<file path="src/rtl/rr_arbiter_4_pkg.sv">
// Shared definitions for the four-way round-robin arbiter.
// Holds state encodings, requester geometry and the rotating winner search.
// The search is purely combinational and is used by the arbiter top only.
package rr_arbiter_4_pkg;

    localparam int NUM_REQ = 4;
    localparam int ID_W    = 2;

    typedef enum logic {
        ST_IDLE  = 1'b0,
        ST_GRANT = 1'b1
    } state_t;

    // Result of one round-robin search over the request vector.
    typedef struct packed {
        logic            found;
        logic [ID_W-1:0] id;
    } pick_t;

    // Search req starting at ptr and moving upward, wrapping mod NUM_REQ.
    // The loop runs from the farthest offset down to offset 0, so the
    // candidate closest to ptr is the last one written and therefore wins.
    function automatic pick_t rr_pick(input logic [NUM_REQ-1:0] req,
                                      input logic [ID_W-1:0]    ptr);
        pick_t           p;
        logic [ID_W-1:0] idx;
        p = '0;
        for (int k = NUM_REQ - 1; k >= 0; k--) begin
            idx = ptr + ID_W'(k);
            if (req[idx]) begin
                p.found = 1'b1;
                p.id    = idx;
            end
        end
        return p;
    endfunction

endpackage

</file>
<file path="src/rtl/rr_arbiter_4_decode.sv">
// 2-to-4 one-hot decoder with enable; drives the grant lines from the registered index.
// Latency: purely combinational, zero cycles.
// Backpressure: none; output is all zero whenever en is low.
//
// Ports:
//   en  input  1  decode enable (gnt_valid)
//   I   input  2  index to decode (gnt_id)
//   y   output 4  one-hot result, zero when en=0
module grant_decode_2_4 (
    input  logic       en,
    input  logic [1:0] I,
    output logic [3:0] y
);

    always_comb begin
        y = 4'b0000;
        if (en) begin
            y = 4'b0001 << I;
        end
    end

endmodule

</file>
<file path="src/rtl/rr_arbiter_4.sv">
// Four-requester round-robin arbiter with bounded tenure and registered one-hot grant.
// Latency: request before edge N is granted after edge N; handover is bubble-free.
// Backpressure: en=0 drops the grant on the next edge; no grant without a request.
//
// Ports:
//   clk        input  1  clock, all state changes on the rising edge
//   rst        input  1  synchronous active-high reset, overrides en and req
//   en         input  1  arbitration enable; low forces no grant
//   req        input  4  request vector, bit i is requester i
//   gnt        output 4  one-hot grant, all zero when gnt_valid=0
//   gnt_id     output 2  index of granted requester, holds last value when idle
//   gnt_valid  output 1  a grant is active
module rr_arbiter_4
    import rr_arbiter_4_pkg::*;
#(
    parameter int MAX_HOLD = 8,
    parameter int CNT_W    = 8
) (
    input  logic               clk,
    input  logic               rst,
    input  logic               en,
    input  logic [NUM_REQ-1:0] req,
    output logic [NUM_REQ-1:0] gnt,
    output logic [ID_W-1:0]    gnt_id,
    output logic               gnt_valid
);

    // Tenure ends on the edge where hold_cnt reaches this value.
    localparam logic [CNT_W-1:0] HOLD_LAST = CNT_W'(MAX_HOLD - 1);

    state_t           state,    state_nxt;
    logic [ID_W-1:0]  ptr,      ptr_nxt;
    logic [CNT_W-1:0] hold_cnt, hold_cnt_nxt;
    logic [ID_W-1:0]  id_q,     id_nxt;
    logic             vld_q,    vld_nxt;

    pick_t            pick;

    // Winner search from the current priority pointer.
    always_comb begin
        pick = rr_pick(req, ptr);
    end

    always_ff @(posedge clk) begin
        if (rst) begin
            state    <= ST_IDLE;
            ptr      <= '0;
            hold_cnt <= '0;
            id_q     <= '0;
            vld_q    <= 1'b0;
        end else begin
            state    <= state_nxt;
            ptr      <= ptr_nxt;
            hold_cnt <= hold_cnt_nxt;
            id_q     <= id_nxt;
            vld_q    <= vld_nxt;
        end
    end

    always_comb begin
        state_nxt    = state;
        ptr_nxt      = ptr;
        hold_cnt_nxt = hold_cnt;
        id_nxt       = id_q;
        vld_nxt      = vld_q;

        unique case (state)
            ST_IDLE: begin
                if (en && pick.found) begin
                    state_nxt    = ST_GRANT;
                    id_nxt       = pick.id;
                    vld_nxt      = 1'b1;
                    hold_cnt_nxt = '0;
                    ptr_nxt      = pick.id + ID_W'(1);
                end
            end

            ST_GRANT: begin
                if (!en) begin
                    // Drop the grant but keep ptr and gnt_id for the next round.
                    state_nxt = ST_IDLE;
                    vld_nxt   = 1'b0;
                end else if (req[id_q] && (hold_cnt < HOLD_LAST)) begin
                    hold_cnt_nxt = hold_cnt + CNT_W'(1);
                end else if (pick.found) begin
                    // ptr already points past the holder, so an expiring holder
                    // only wins again when nobody else is asking.
                    id_nxt       = pick.id;
                    hold_cnt_nxt = '0;
                    ptr_nxt      = pick.id + ID_W'(1);
                end else begin
                    state_nxt = ST_IDLE;
                    vld_nxt   = 1'b0;
                end
            end

            default: begin
                state_nxt = ST_IDLE;
                vld_nxt   = 1'b0;
            end
        endcase
    end

    assign gnt_id    = id_q;
    assign gnt_valid = vld_q;

    grant_decode_2_4 u_dec (
        .en (vld_q),
        .I  (id_q),
        .y  (gnt)
    );

endmodule

</file>
<file path="config.mk">
export PLATFORM = sky130hd
export DESIGN_NAME = rr_arbiter_4
export DESIGN_NICKNAME = d
export VERILOG_FILES = /design/src/rtl/rr_arbiter_4_pkg.sv /design/src/rtl/rr_arbiter_4_decode.sv /design/src/rtl/rr_arbiter_4.sv
export SDC_FILE = /design/constraint.sdc
export NUM_CORES = 1
export LEC_CHECK = 0
export CAP_MARGIN = 20
export CORE_UTILIZATION = 30
export CTS_BUF_LIST = sky130_fd_sc_hd__clkbuf_2
export DETAILED_ROUTE_END_ITERATION = 8
export PLACE_DENSITY = 0.47
export RECOVER_POWER = 50
export SLEW_MARGIN = 20
export SYNTH_ARGS = -nofsm -noshare
export SYNTH_HDL_FRONTEND = slang
export SYNTH_SLANG_ARGS = --single-unit
</file>
<file path="constraint.sdc">
create_clock -name clk -period 2.33 [get_ports clk]
set_input_delay 0.466 -clock clk [delete_from_list [all_inputs] [get_ports clk]]
set_output_delay 0.466 -clock clk [all_outputs]
set_load 0.03 [all_outputs]
</file>
==> results.md, run 1 <==
- Hold crit path type: reg2reg
- RSZ-0062 raised after global routing: false
- CTS tree: built
- R2R depth: 5
- Slowest cell delay on critical path: between 0.5 and 0.6 ns
- Levels on crit path: 6
- Crit Path Class: in2reg
- Vias in the first global route: 621
- Bufs and invs on worst path: 1
- CTS sink count: 14
- Ratio of cells with drive above 1 in the final layout: roughly 14%
- Core Box Area: 2233 um^2
- Slew HR: 71.71%
- CP Capture Point: hold_cnt[6]
- CP max stage cell: dlygate4sd3_1
- CTS Buf Count: 3
- Clk Latency, worst-skew pair: ~0.28 ns
- Layout Cells excl Fill: 126
- Setup TNS: 0 ns
- IR drop worst, VDD: 0.3033 mV
- Final Hold Viols: 0
- Clock network power share: 22.8%
- Area grow syn2layout: 28.08%
- Crit start category: primary input
- Area occupied by registers: 280.3 um^2
- Cell accounting for the most synthesized area: dfxtp_1
- Routed Antenna Nets: 0
- Sw Pwr: roughly 150 uW
- Max Cap Viol: 0
- # DRC: 0
- # resized after CTS: 0
- GP Congestion: 0.7462
- Synth Area per Inst: roughly 9.5 um^2
- Period utilisation layout: around 93%
- Total wire length: approximately 1500 um
- Seq pwr share: 53.0%
- Net Count, Synth: 84
- Max Fclk: 462.9 MHz
- Worst path cell trace: dlygate4sd3_1 > mux4_2 > and3_1 > nor2_8 > or2_0 > nor2_1
- Worst path required time: 2.49 ns
- DR vias: 620
- Synth Instances: 76
- I/O Buffers: 13
- EDFF count, synth: 0
- # hold bufs at CTS: 0
- Async SR Flop Fraction: 0%
- # fillers: roughly 250
- Worst Hold Slack: 0.4840 ns
- Die ar.: 2607 um^2
- Reg2reg end: hold_cnt[6]
- CTS Buffer Depth: 2
- RR Startpoint: gnt_id[0]
- FP Rows: 17
- Ys flop type: dfxtp_1
- Yosys cell types: 31
- Crit path capture type: flop
- Min cycle time layout: 2.160 ns
- Root Buffer: clkbuf_2
- Crit path max fanout: 6
- Largest net degree at the start of global routing: 11
- PD cells: 532.5 nW/um^2
- Die width: 51.06 um
- #FFs+latches synth: 14
- DR WL/cell: 12.06 um
- Hpwl dp: 1196 um
- Setup WS pre-CTS: 0.1304 ns
- Pre-antenna DRT Iters: 4
- Largest delay share family, worst path: simple AND/OR/NAND/NOR gates
- DR vias/cell: ~4.9
- Final #Nets: about 110
- Initial antenna violation count: 0
- Crit path DAT: 2.32 ns
- Net Sw Frac: 30.30%
- Critical path launch point: req[0]
- Yosys top cell area share: just under 40%
- Slew Limit Fails: 0
- Internal cell power: 343.2 uW
- Register-to-register setup slack: 0.39 ns
- Post-Syn Area: between 700 and 800 um^2
- Dpl cells: 122
- GRT Total Usage: 14.27%
- Area occupied by multi-input gates: slightly above 400 um^2
- Logic pwr share: around a quarter
- Inserted Diodes: 0
- Die height: 51.06 um
- Leak: 0.0003577 uW
- GRT Residual Overflow: 0
- Number of post-CTS setup repair buffers: 0
- Slew at the pin closest to its max-slew limit: 0.4229 ns
- CTS HTree Levels: 1
- Post-DP Area: 924.6 um^2
- Clock skew: 0.01910 ns
- Detailed Route Iter0 Violations: 8
- Finished Cell Area: approximately 900 um^2
- Final WS setup: approximately 0.17 ns
- Post-synthesis sequential area ratio: 38.82%
- IO Count: 14
- Top cells by area, synth: dfxtp_1 (39%), nor2_1 (6.2%), a21oi_1 (4.9%)
- Reg clk slew, reported paths: 0.11 ns
- First-pass GRT wire length: approximately 2700 um
- Setup violations, final: 0
- Status: finished, final reports clean
- Starting density of the core: 32.32%
- Ys Warns: 0
-- layer usage --
layer  track usage (%)  up-vias  routed length (um)
met5                 0        -                   0
met4             5.556        0                  14
met3             4.762        2                  56
met2             24.56        8                 747
met1             16.04      288                 700
li1                  -      322                   -
-- registers in the layout (all words and copies together), names as in the netlist --
register	flops
hold_cnt	8
state	1
gnt_id	2
ptr	2
gnt_valid	1
-- power by group through the flow --
stage | Clock, uW | Sequential [uW] | Combinational (uW)
detailed placement | 0 | 267 | 126
floorplan | 0 | 271 | 68.7
global placement | 0 | 267 | 124
CTS | 120 | 261 | 126
global route | 134 | 264 | 130
finish | 113 | 261 | 119
-- logic make-up (layout without fill, tap and decap cells) --
kind of cell	after synthesis	in the layout	synth area share (%)
buffers and inverters	6	28	3.640
xor gates and xnor gates	2	2	2.427
and+or+nand+nor	31	31	24.96
adders and majority gates	1	1	1.733
DFF	14	14	38.82
muxes	3	3	6.585
AOI/OAI and AO/OA	19	19	21.84
-- cell usage in the layout, fill, tap and decap left out --
master           count
a211oi_1             1
nand3b_1             1
and3_1               3
clkbuf_1             3
nor2_2               1
dlygate4sd3_1        1
xor2_1               2
a32oi_1              1
nor3b_1              2
mux4_2               1
dfxtp_1             14
nor3_1               2
inv_1                5
clkbuf_2             3
clkinv_1             1
a211o_2              1
nand2b_1             2
a41oi_1              3
a211oi_2             1
and3_2               1
o21ai_0              2
a21oi_1              7
nand2_1              4
buf_4                3
mux2i_1              1
o41a_1               1
clkdlybuf4s50_1     12
o41ai_4              1
nor2_8               1
mux2_4               1
or2_0                1
nor4b_1              1
ha_1                 1
a22o_1               1
nor2_1              12
-- worst min path at each step --
stage                      startpoint           to  slack, ns  cells past startpoint
after floorplan           hold_cnt[6]  hold_cnt[6]       0.44                      2
after global placement    hold_cnt[7]  hold_cnt[7]       0.47                      1
after detailed placement  hold_cnt[7]  hold_cnt[7]       0.47                      1
after CTS                 hold_cnt[7]  hold_cnt[7]       0.49                      1
after global routing      hold_cnt[7]  hold_cnt[7]       0.50                      1
final                     hold_cnt[7]  hold_cnt[7]       0.48                      1
-- stage by stage --
| stage | utilization [%] | total power (uW) |
|---|---|---|
| after floorplan | - | 340.2 |
| after global placement | 41.40 | 391.8 |
| after detailed placement | 41.40 | 392.1 |
| after CTS | 42.24 | 507.8 |
| after global routing | 41.40 | 527.5 |
| final | 41.40 | 492.4 |
-- layout make-up --
cell class | count | share of cell area, %
Clock inverter | 1 | 0.4060
Clock buffer | 3 | 1.624
Timing Repair Buffer | 19 | 17.73
Multi-Input combinational cell | 56 | 44.11
Sequential cell | 14 | 30.31
Tap cell | 28 | 3.789
Inverter | 5 | 2.030
-- synthesized netlist by cell type (2+ instances only) --
cell,count
a21oi_1,7
a41oi_1,3
and3_1,2
dfxtp_1,14
inv_1,5
nand2_1,4
nand2b_1,2
nor2_1,12
nor3_1,2
nor3b_1,2
o21ai_0,2
xor2_1,2
-- worst reg2reg max path: cells and delay by family, from the launching register on --
kind             cells  cell delay [ns]
muxes                1             0.54
and+or+nand+nor      4             0.82
DFF                  1             0.46
No activity file was read; power rests on OpenSTA's default activity.
==> inputs of run 2 (changes only) <==
--- a/config.mk
+++ b/config.mk
@@ -9,7 +9,7 @@
 export CORE_UTILIZATION = 30
 export CTS_BUF_LIST = sky130_fd_sc_hd__clkbuf_2
 export DETAILED_ROUTE_END_ITERATION = 8
-export PLACE_DENSITY = 0.47
+export PLACE_DENSITY = 0.62
 export RECOVER_POWER = 50
 export SLEW_MARGIN = 20
 export SYNTH_ARGS = -nofsm -noshare
==> results.md, run 2 (synthesis results as in run 1) <==
- I/O Buffers: 13 (unchanged)
- Worst path cell trace: dlygate4sd3_1 > clkbuf_1 > o41ai_4 > nor2_8 > or2_0 > nor2_1
- Min cycle time layout: 2.095 ns (-0.06504 ns)
- GRT Total Usage: 12.38% (-1.9 points)
- CTS tree: built
- Largest net degree at the start of global routing: 11 (unchanged)
- Ratio of cells with drive above 1 in the final layout: 16.33% (+2.0 points)
- IR drop worst, VDD: 0.3847 mV (+27%)
- DR WL/cell: 11.60 um (-3.8%)
- R2R depth: 5 (unchanged)
- Setup violations, final: 0 (unchanged)
- Setup TNS: 0 ns (unchanged)
- Commonest non-fill, non-tap cell in the layout: dfxtp_1
- Hold_sp: hold_cnt[7]
- Total wire length: 1462 um (-3.8%)
- Hold Path Stages: 1 (unchanged)
- CP max stage cell: dlygate4sd3_1
- # resized after CTS: 0 (unchanged)
- DR vias: 626 (+0.97%)
- Crit Path Class: in2reg
- Largest delay share family, worst path: buffers and inverters
- RSZ-0062 raised after global routing: false
- Biggest register: hold_cnt
- Vias in the first global route: 626 (+0.81%)
- # hold bufs at CTS: 0 (unchanged)
- Status: finished, final reports clean
- Die width: 51.06 um (unchanged)
- FP Rows: 17 (unchanged)
- First-pass GRT wire length: 2456 um (-8.5%)
- Initial antenna violation count: 0 (unchanged)
- Die height: 51.06 um (unchanged)
- Routed Antenna Nets: 0 (unchanged)
- CTS sink count: 14 (unchanged)
- Hold crit path type: reg2reg
- Clock skew: 0.02294 ns (+0.003846 ns)
- Hpwl dp: 1111 um (-7.1%)
- IO Count: 14 (unchanged)
- Area grow syn2layout: 29.29%
- Slew at the pin closest to its max-slew limit: 0.4345 ns (+0.01162 ns)
- Final Hold Viols: 0 (unchanged)
- CTS HTree Levels: 1 (unchanged)
- # fillers: 223 (-10%)
- GP Congestion: 0.7567 (+1.4%)
- Max reg flops: 8 (unchanged)
- Root Buffer: clkbuf_2
- Crit path max fanout: 6 (unchanged)
- # DRC: 0 (unchanged)
- Pre-antenna DRT Iters: 4 (unchanged)
- Detailed Route Iter0 Violations: 3 (-5)
- Register-to-register setup slack: 0.48 ns (+0.09 ns)
- Final design utilization: 41.79% (+0.39 points)
- Commonest cells after routing, fill and taps aside: dfxtp_1 (14), nor2_1 (12), clkdlybuf4s50_1 (12)
- Die ar.: 2607 um^2 (unchanged)
- Starting density of the core: 32.32% (unchanged)
- Worst path required time: 2.53 ns (+0.04 ns)
- Crit path capture type: flop
- Clk Latency, worst-skew pair: 0.28 ns (about the same)
- Reg clk slew, reported paths: 0.11 ns (about the same)
- Crit path DAT: 2.30 ns (-0.02 ns)
- Number of post-CTS setup repair buffers: 0 (unchanged)
- Reg2reg end: hold_cnt[4]
- Core Box Area: 2233 um^2 (unchanged)
- Max Fclk: 477.2 MHz (+3.1%)
- PD cells: 529.4 nW/um^2 (-0.58%)
- Slowest cell delay on critical path: 0.57 ns (about the same)
- Bufs and invs on worst path: 2 (+1)
- Hold Crit Endpoint: hold_cnt[7]
- Slew Limit Fails: 0 (unchanged)
- Final #Nets: 107 (unchanged)
- DR vias/cell: 4.968 (+0.97%)
- CTS Buf Count: 3 (unchanged)
- CTS Buffer Depth: 2 (unchanged)
- Slew HR: 70.93% (-0.78 points)
- Crit start category: primary input
- Inserted Diodes: 0 (unchanged)
- GRT Residual Overflow: 0 (unchanged)
- Max Cap Viol: 0 (unchanged)
- RR Startpoint: gnt_id[0]
- Period utilisation layout: 89.93% (-2.8 points)
- Leak: 0.0003599 uW (+0.62%)
-- run 2: cell count changes in the layout (fill, tap and decap cells not counted) --
cell      before  now
and3_1         3    2
and3_4         0    1
buf_4          3    4
clkbuf_1       3    2
-- run 2: where the power goes --
part / total, uW / internal, uW / leakage, uW / switching, uW
Combinational: 121 / 58.6 / 0.000232 / 62.2
Clock: 113 / 37.3 / 0.0000140 / 75.4
Sequential: 261 / 249 / 0.000114 / 11.5
Total: 494 / 345 / 0.000360 / 149
-- run 2: area by class of cell --
cell class	instances	area, um^2	share of cell area, %
Multi-Input combinational cell	56	412.9	44.24
Sequential cell	14	280.3	30.03
Timing Repair Buffer	19	167.7	17.96
Inverter	5	18.77	2.011
Clock inverter	1	3.754	0.4021
Clock buffer	3	15.01	1.609
Tap cell	28	35.03	3.753
-- run 2: worst register-to-register path: stages, from the launching register on --
cell and delay, ns:
dfxtp_1 0.46, mux4_2 0.54, and3_4 0.23, nor2_8 0.13
or2_0 0.28, nor2_1 0.09
-- run 2: how the worst max path moves through the flow --
| stage | startpoint | endpoint | cells after the start |
|---|---|---|---|
| after floorplan | gnt_id[0] | gnt_id[0] | 5 |
| after global placement | req[3] | gnt_id[0] | 6 |
| after detailed placement | req[3] | gnt_id[0] | 6 |
| after CTS | gnt_id[1] | gnt[3] | 2 |
| after global routing | gnt_valid | gnt[0] | 2 |
| final | req[0] | hold_cnt[4] | 6 |
-- run 2: per-layer routing --
| layer | wire length, um | part of all wire [%] | GRT usage, % | vias to the layer above |
|---|---|---|---|---|
| met5 | 0 | 0 | 0 | - |
| met2 | 683 | 47 | 21.71 | 12 |
| met3 | 56 | 3.8 | 4.464 | 0 |
| met1 | 722 | 49 | 14.70 | 291 |
| li1 | - | - | - | 323 |
| met4 | 0 | 0 | 1.389 | 0 |
-- run 2: per-stage QoR --
stage	cell area [um^2]	worst slack, ns	power, uW	hold slack (ns)	instances
after floorplan	721.9	0.4609	340.2	0.4415	76
after global placement	924.6	0.1300	388.2	0.4663	122
after detailed placement	924.6	0.09771	390.4	0.4731	122
after CTS	943.4	0.2254	502.8	0.4894	126
after global routing	933.4	0.1301	521.2	0.4959	126
final	933.4	0.2347	494.2	0.4856	126
==> inputs of run 3 (changes only) <==
--- a/config.mk
+++ b/config.mk
@@ -6,10 +6,10 @@
 export NUM_CORES = 1
 export LEC_CHECK = 0
 export CAP_MARGIN = 20
-export CORE_UTILIZATION = 30
+export CORE_UTILIZATION = 45
 export CTS_BUF_LIST = sky130_fd_sc_hd__clkbuf_2
 export DETAILED_ROUTE_END_ITERATION = 8
-export PLACE_DENSITY = 0.62
+export PLACE_DENSITY = 0.82
 export RECOVER_POWER = 50
 export SLEW_MARGIN = 20
 export SYNTH_ARGS = -nofsm -noshare
==> constraint.sdc (replaced) <==
create_clock -name clk -period 2.33 [get_ports clk]
set_input_delay 0.466 -clock clk [delete_from_list [all_inputs] [get_ports clk]]
set_output_delay 0.466 -clock clk [all_outputs]
set_load 0.1 [all_outputs]
==> results.md, run 3 (synthesis results as in run 1) <==
- Root Buffer: clkbuf_2
- Crit path max fanout: 6 (unchanged)
- R2R depth: 5 (unchanged)
- Area occupied by registers: 281.5 um^2 (+0.45%)
- I/O Buffers: 13 (unchanged)
- Slew Limit Fails: 0 (unchanged)
- Commonest non-fill, non-tap cell in the layout: dfxtp_1
- Final Hold Viols: 0 (unchanged)
- Initial antenna violation count: 0 (unchanged)
- Number of post-CTS setup repair buffers: 0 (unchanged)
- RR Startpoint: gnt_id[0]
- Highest routed layer: met4
- Max reg flops: 8 (unchanged)
- # fillers: 147 (-34%)
- CP max stage cell: dlygate4sd3_1
- Crit Path Class: in2reg
- Met2 wire length: 675 um (-1.2%)
- DR vias: 619 (-1.1%)
- Crit path capture type: flop
- Hold_sp: hold_cnt[7]
- Die height: 42.06 um (-18%)
- GRT Total Usage: 18.49% (+6.1 points)
- Vias in the first global route: 619 (-1.1%)
- Power, Total: 523.9 uW (+6.0%)
- Hold Path Stages: 1 (unchanged)
- Routed Antenna Nets: 0 (unchanged)
- Ratio of cells with drive above 1 in the final layout: 27.84% (+12 points)
- Max Cap Viol: 0 (unchanged)
- PD cells: 582.4 nW/um^2 (+10%)
- Slew HR: 64.10% (-6.8 points)
- Die width: 42.06 um (-18%)
- IR drop worst, VDD: 0.2795 mV (-27%)
- Clk Latency, worst-skew pair: 0.27 ns (about the same)
- Status: finished, final reports clean
- DR WL met3: 85 um (+52%)
- CTS Buf Count: 3 (unchanged)
- Final #Nets: 107 (unchanged)
- CTS tree: built
- RSZ-0062 raised after global routing: false
- Reg clk slew, reported paths: 0.13 ns (+0.02 ns)
- CTS Buffer Depth: 2 (unchanged)
- Commonest cells after routing, fill and taps aside: dfxtp_1 (13), nor2_1 (11), clkbuf_2 (8)
- Core Box Area: 1506 um^2 (-33%)
- DR vias/cell: 5.478 (+10%)
- Hold crit path type: reg2reg
- Pre-antenna DRT Iters: 4 (unchanged)
- FP Rows: 14 (-3)
- Leak: 0.0003681 uW (+2.3%)
- Starting density of the core: 47.92% (+16 points)
- Critical path launch point: req[0]
- Period utilisation layout: 86.84% (-3.1 points)
- Detailed Route Iter0 Violations: 7 (+4)
- # hold bufs at CTS: 0 (unchanged)
- Hpwl dp: 1116 um (+0.47%)
- Biggest register: hold_cnt
- # resized after CTS: 0 (unchanged)
- GP Congestion: 0.8099 (+7.0%)
- # DRC: 0 (unchanged)
- Area occupied by multi-input gates: 430.4 um^2 (+4.2%)
- Inserted Diodes: 0 (unchanged)
- Min cycle time layout: 2.023 ns (-0.07200 ns)
- Worst Hold Slack: 0.4835 ns (-0.002114 ns)
- DR WL/cell: 12.39 um (+6.8%)
- Crit start category: primary input
- Clock skew: 0.01590 ns (-0.007039 ns)
- Setup violations, final: 0 (unchanged)
- Final design utilization: 59.72% (+18 points)
- CTS HTree Levels: 1 (unchanged)
- Slew at the pin closest to its max-slew limit: 0.5408 ns (+0.1063 ns)
- Largest net degree at the start of global routing: 11 (unchanged)
- Worst path required time: 2.55 ns (+0.02 ns)
- Max Fclk: 494.2 MHz (+3.6%)
- Slowest cell delay on critical path: 0.55 ns (-0.02 ns)
- Worst path cell trace: dlygate4sd3_1 > mux4_2 > and3_4 > nor2_8 > mux2_4 > nor2_2
- IO Count: 14 (unchanged)
- GRT Residual Overflow: 0 (unchanged)
- CTS sink count: 14 (unchanged)
- Area grow syn2layout: 24.61%
- Crit path DAT: 2.24 ns (-0.06 ns)
- First-pass GRT wire length: 2497 um (+1.7%)
- Metal-1 WL: 629 um (-13%)
- Total wire length: 1400 um (-4.2%)
- Die ar.: 1769 um^2 (-32%)
==> run 3: final cells by class <==
| type | count | share of cell area, % |
|---|---|---|
| clock buffer | 3 | 1.669 |
| tap | 16 | 2.225 |
| inverter | 5 | 2.086 |
| sequential | 14 | 31.29 |
| timing repair buffer | 19 | 14.88 |
| multi-input combinational | 56 | 47.84 |
==> run 3: power by group <==
| part | switching [uW] | leakage [uW] | internal, uW |
|---|---|---|---|
| logic | 99.8 | 0.000241 | 54.4 |
| registers | 12.8 | 0.000115 | 249 |
| clock network | 72.4 | 0.0000125 | 35.1 |
| total | 185 | 0.000368 | 339 |
==> run 3: critical path: cells and delay by family <==
family,cells,cell delay [ns]
multiplexers,2,0.79
AND/OR/NAND/NOR,3,0.43
buffers and inverters,1,0.55
==> run 3: layer usage <==
metal	track usage [%]	vias to the layer above
li1	-	320
met1	21.80	280
met2	31.25	17
met3	8.621	2
met4	3.125	0
met5	0	-
==> run 3: path summary, 6_finish.rpt <==
path / to / slack [ns]
min: hold_cnt[7] / 0.48
max reg2reg: gnt_id[0] / 0.57
min reg2reg: hold_cnt[7] / 0.48
max: gnt_id[0] / 0.31
==> run 3: through the flow <==
| stage | cell area, um^2 | setup TNS [ns] | worst slack (ns) | std cells |
|---|---|---|---|---|
| after detailed placement | 908.4 | 0 | 0.1287 | 110 |
| after global placement | 908.4 | 0 | 0.1738 | 110 |
| after CTS | 923.4 | 0 | 0.4286 | 113 |
| after floorplan | 738.2 | -0.1730 | -0.09136 | 76 |
| final | 899.6 | 0 | 0.3067 | 113 |
| after global routing | 899.6 | 0 | 0.2847 | 113 |
